<file path="config.mk">
export PLATFORM = sky130hd
export DESIGN_NAME = inst_fetch_unit
export DESIGN_NICKNAME = d
export VERILOG_FILES = /design/src/rtl/inst_fetch_unit.sv
export SDC_FILE = /design/constraint.sdc
export NUM_CORES = 1
export LEC_CHECK = 0
export ABC_CLOCK_PERIOD_IN_PS = 2400
export CAP_MARGIN = 20
export CORE_MARGIN = 2
export CORE_UTILIZATION = 40
export CTS_BUF_LIST = sky130_fd_sc_hd__clkbuf_8
export CTS_CLUSTER_DIAMETER = 60
export DETAILED_ROUTE_END_ITERATION = 6
export HOLD_SLACK_MARGIN = 0.03
export PLACE_DENSITY = 0.64
export RECOVER_POWER = 50
export SLEW_MARGIN = 20
export SYNTH_ARGS = -nofsm -noshare
export SYNTH_HDL_FRONTEND = slang
export SYNTH_SLANG_ARGS = --single-unit
export TNS_END_PERCENT = 50
</file>
<file path="constraint.sdc">
create_clock -name clk -period 2.4 [get_ports clk]
set_input_delay 0.48 -clock clk [delete_from_list [all_inputs] [get_ports clk]]
set_output_delay 0.48 -clock clk [all_outputs]
set_load 0.1 [all_outputs]
</file>
<file path="src/rtl/inst_fetch_unit.sv">
// inst_fetch_unit: sequential-PC fetch with an in-order PC-tagged return queue and redirect flush
module inst_fetch_unit #(
  parameter logic [31:0] RESET_PC = 32'h0000_0000,
  parameter int          DEPTH    = 2
) (
  input  logic        clk,
  input  logic        rst_n,
  output logic        imem_req,
  output logic [31:0] imem_addr,
  input  logic        imem_gnt,
  input  logic        imem_rvalid,
  input  logic [31:0] imem_rdata,
  input  logic        redirect_valid,
  input  logic [31:0] redirect_pc,
  output logic        fetch_valid,
  input  logic        fetch_ready,
  output logic [31:0] fetch_instr,
  output logic [31:0] fetch_pc
);
  localparam int AW = $clog2(DEPTH);
  localparam int CW = AW + 1;

  logic [31:0]      pc_q, pc_d;
  logic [31:0]      epc_q [DEPTH];
  logic [31:0]      epc_d [DEPTH];
  logic [31:0]      ins_q [DEPTH];
  logic [31:0]      ins_d [DEPTH];
  logic [DEPTH-1:0] filled_q, filled_d;
  logic [AW-1:0]    alloc_q, alloc_d, fill_q, fill_d, head_q, head_d;
  logic [CW-1:0]    count_q, count_d, pend_q, pend_d, disc_q, disc_d;
  logic             grant, pop, rv_drop, rv_fill;

  // pending discards still occupy memory-side slots, so they consume credits
  assign imem_req    = rst_n & ~redirect_valid & ((count_q + disc_q) < CW'(DEPTH));
  assign imem_addr   = pc_q;
  assign fetch_valid = filled_q[head_q];
  assign fetch_instr = fetch_valid ? ins_q[head_q] : '0;
  assign fetch_pc    = fetch_valid ? epc_q[head_q] : '0;
  assign grant       = imem_req & imem_gnt;
  assign pop         = fetch_valid & fetch_ready;
  assign rv_drop     = imem_rvalid & (disc_q != '0);
  assign rv_fill     = imem_rvalid & (disc_q == '0) & (pend_q != '0);

  always_comb begin
    pc_d     = pc_q;
    epc_d    = epc_q;
    ins_d    = ins_q;
    filled_d = filled_q;
    alloc_d  = alloc_q;
    fill_d   = fill_q;
    head_d   = head_q;
    count_d  = count_q;
    pend_d   = pend_q;
    disc_d   = disc_q;
    if (redirect_valid) begin
      pc_d     = redirect_pc & 32'hFFFF_FFFC;
      filled_d = '0;
      alloc_d  = '0;
      fill_d   = '0;
      head_d   = '0;
      count_d  = '0;
      pend_d   = '0;
      disc_d   = disc_q + pend_q - CW'(imem_rvalid && ((disc_q + pend_q) != '0));
    end else begin
      if (grant) begin
        epc_d[alloc_q]    = pc_q;
        filled_d[alloc_q] = 1'b0;
        alloc_d           = alloc_q + AW'(1);
        pc_d              = pc_q + 32'd4;
      end
      if (rv_fill) begin
        ins_d[fill_q]    = imem_rdata;
        filled_d[fill_q] = 1'b1;
        fill_d           = fill_q + AW'(1);
      end
      if (pop) begin
        filled_d[head_q] = 1'b0;
        head_d           = head_q + AW'(1);
      end
      count_d = count_q + CW'(grant) - CW'(pop);
      pend_d  = pend_q + CW'(grant) - CW'(rv_fill);
      disc_d  = disc_q - CW'(rv_drop);
    end
  end

  always_ff @(posedge clk or negedge rst_n) begin
    if (!rst_n) begin
      pc_q     <= RESET_PC;
      epc_q    <= '{default: '0};
      ins_q    <= '{default: '0};
      filled_q <= '0;
      alloc_q  <= '0;
      fill_q   <= '0;
      head_q   <= '0;
      count_q  <= '0;
      pend_q   <= '0;
      disc_q   <= '0;
    end else begin
      pc_q     <= pc_d;
      epc_q    <= epc_d;
      ins_q    <= ins_d;
      filled_q <= filled_d;
      alloc_q  <= alloc_d;
      fill_q   <= fill_d;
      head_q   <= head_d;
      count_q  <= count_d;
      pend_q   <= pend_d;
      disc_q   <= disc_d;
    end
  end

  a_no_orphan_rvalid: assert property (@(posedge clk) disable iff (!rst_n)
    !(imem_rvalid && disc_q == '0 && pend_q == '0));
endmodule
</file>
==> impl_metrics.yaml, run 1 <==
hold_path:
  holdPathStages: 1
  hold_class: "register to register"
  min_from: "ins_q[7]"
  holdPathEnd: "ins_q[7]"
global_routing:
  grt_first_pass_wirelength_mm: 33.1
  first_global_vias: 6355
  grt_max_degree: 71
  antenna_found_initial: 1
  track_usage_pct: 19.5
  overflow: 0
power_and_ir_drop:
  p_sw_uw: 3290
  p_leak_uw: 0.00474
  finalPower_uw: 9140
  pwr-share-clk_pct: 22.8
  power_frac_comb_pct: 32.6
  swShare_pct: 36.0
  power_density_nw_per_um2: 790
  ir_worst_vdd_mv: 0.411
  seq_power_share_pct: 44.6
  p_int_uw: 5850
timing:
  slew_headroom_pct: -14.2
  setup_violations: 0
  drv_slew: 71
  clock_skew_ps: 10.9
  hold_slack_ps: 503
  period_share_pct: 99.8
  max_freq_mhz: 418
  period_minus_slack_ps: 2390
  worst_slew_pin_slew_ps: 1710
  tns_ps: 0
  hold_viol: 0
  rsz0062_at_grt: "true"
placement:
  gp_congestion: 0.824
  post-dp-hpwl_mm: 14.8
  io_buffers: 161
  placed_cell_area_um2: 11100
cells_and_area:
  design_area_um2: 11600
  drive_gt1_share_pct: 41.4
  antenna_cells: 0
  finish.utilization_pct: 57.7
  areaGrowthSynthToFinish_pct: 42.6
  num-nets-final: 941
route:
  top_layer: "met5"
  wl_met3_mm: 1.22
  totalWireLength_mm: 20.4
  wl_met2_mm: 9.99
  avgViaCountPerCell: 5.25
  post-route-drc-count: 0
  ant_nets: 0
  met1_length_mm: 8.97
  drtIter0Drc: 237
  vias: 6020
  wire_per_inst_um: 17.8
  drtPass1Iterations: 4
clock_tree:
  htree_levels: 4
  cts_tree: "built"
  clk_latency_ps: 470
  cts_inserted_buffers: 17
  cts_buffer_depth: 2
  clkTransAtPathRegs_ps: 90
  clock-root-buffer: "clkbuf_8"
  clock_sinks: 165
setup_path:
  r2r-start: "disc_q[1]"
  crit_chain: "buf_12, mux2i_1, nor2_4, buf_12"
  cpPeakStageDelay_ps: 490
  path_delay_family: "flip-flops"
  cp_num_buf_inv: 2
  cp.required_ps: 1920
  end_kind: "output pin"
  critical-path-slowest-cell: "dfrtp_4"
  cp-start-kind: "register"
  timing.critical_path.arrival_ps: 1910
  path_class: "register to output pin"
  cp_common_cell: "buf_12"
  cp.depth: 4
  worstReg2RegEnd: "imem_addr[25]"
  reg2reg_slack_ps: 130
  r2r_cells: 7
  worst-path-max-fanout: 44
synthesis:
  synth_area_leaders: "dfrtp_1, mux2_2, mux2i_1"
  synth-edff-count: 0
  synth.yosys.warnings: 0
  yosysUniqueCellTypes: 52
  ys_ff_latch: 165
  synth_top_area_share_pct: 50.9
  seq_area_frac_synth_pct: 50.9
  synth-async-reset-ratio_pct: 100
  yosys_most_used_dff: "dfrtp_1"
  synth.cell_area_um2: 8110
  synth_cells: 689
  synth_area_leader_cell: "dfrtp_1"
  avgSynthCellArea_um2: 11.8
floorplan:
  die_area_um2: 21400
  start_util_pct: 40.5
  fp-row-count: 52
  die_w_um: 146
  core_um2: 20000
  io_pins: 168
  die_h_um: 146
run_status:
  violations: "capacitance limit, slew limit"
  outcome: "complete, but fails checks"
flow_run:
  maxCapViolations: 1
==> metal layers <==
metal / GRT usage (%) / vias to the layer above
met2: 32.4 / 176
met1: 25.1 / 3031
met3: 5.66 / 28
met4: 5.29 / 2
met5: 0 / -
li1: - / 2783
==> worst max path at each step <==
stage | startpoint | to | slack [ps]
finish | head_q | fetch_pc[11] | 6
global route | head_q | fetch_pc[11] | -80
CTS | head_q | fetch_pc[23] | -10
detailed placement | imem_rvalid | ins_q[38] | -100
global placement | imem_rvalid | ins_q[38] | -30
floorplan | imem_addr[2] | imem_addr[24] | -330
==> area by class of cell <==
type,instances,area [µm²]
flip-flops and latches,165,4130
inverters,11,41.3
clock inverters,14,164
fillers,1675,8470
well taps,270,338
clock buffers,18,248
multi-input cells,468,4100
repair buffers,200,2550
==> kinds of logic (layout without fill, tap and decap cells) <==
| family | count (synthesis) | count (layout) | share of synthesized area [%] |
|---|---|---|---|
| compound gates | 49 | 49 | 4.15 |
| xor+xnor | 26 | 26 | 3.27 |
| buf+inv | 59 | 243 | 3.28 |
| fa+ha+maj | 8 | 8 | 1.23 |
| other cells | 1 | 4 | 0.0462 |
| flops | 165 | 165 | 50.9 |
| simple gates | 192 | 192 | 11.9 |
| mux | 189 | 189 | 25.2 |
==> layout by cell type, fill, tap and decap left out, types with 20 or more instances in the layout <==
cell type and count:
nor2_4 41, mux2i_1 64, dfrtp_1 164, mux2_2 123
nand2_1 33, clkdlybuf4s50_1 65, buf_12 71, nor2_1 20
buf_4 51
==> repair_timing <==
action	CTS	global route
setup buffers	4	2
resized for setup	9	4
endpoints found under the setup margin	65	64
gates cloned	0	1
pin swaps	2	8
hold buffers	0	0
==> Yosys cell counts (7+ instances only) <==
cell        n
mux2i_1    65
dfrtp_1   165
xnor2_1    11
nor2_1     79
nand4_1    14
ha_1        8
nand2_1    33
buf_4       8
o211ai_1    7
clkbuf_1   21
buf_1       7
inv_1      11
mux2_2    123
xor2_1     13
nand3_1    18
nor3_1      8
or4_1       8
o21ai_0    18
buf_2      12
==> per-stage QoR <==
step	setup WS, ps	std cells
2_1_floorplan	-330	692
3_3_place_gp	-30.3	1107
3_5_place_dp	-98.1	1107
4_1_cts	-11.7	1143
5_1_grt	-80.3	1146
6_report	5.75	1146
==> power groups by stage <==
stage / logic (µW) / clock network [µW] / registers, µW
2_1_floorplan: 1920 / 0 / 4330
3_3_place_gp: 2900 / 0 / 4070
3_5_place_dp: 3000 / 0 / 4140
4_1_cts: 3020 / 2150 / 4080
5_1_grt: 3200 / 2250 / 4190
6_report: 2980 / 2080 / 4070
==> registers in the layout, indices dropped and copies added, names as in the netlist <==
signal     flops
filled_q       2
disc_q         2
imem_addr     30
count_q        2
epc_q         60
head_q         1
pend_q         2
alloc_q        1
ins_q         64
fill_q         1
Note: power is estimated with default switching activity, not from simulation.
==> run 2: changes to the inputs <==
--- a/config.mk
+++ b/config.mk
@@ -5,7 +5,6 @@
 export SDC_FILE = /design/constraint.sdc
 export NUM_CORES = 1
 export LEC_CHECK = 0
-export ABC_CLOCK_PERIOD_IN_PS = 2400
 export CAP_MARGIN = 20
 export CORE_MARGIN = 2
 export CORE_UTILIZATION = 40
==> results of run 2 <==
Final layout, timing and power as in run 1 (identical DEF).
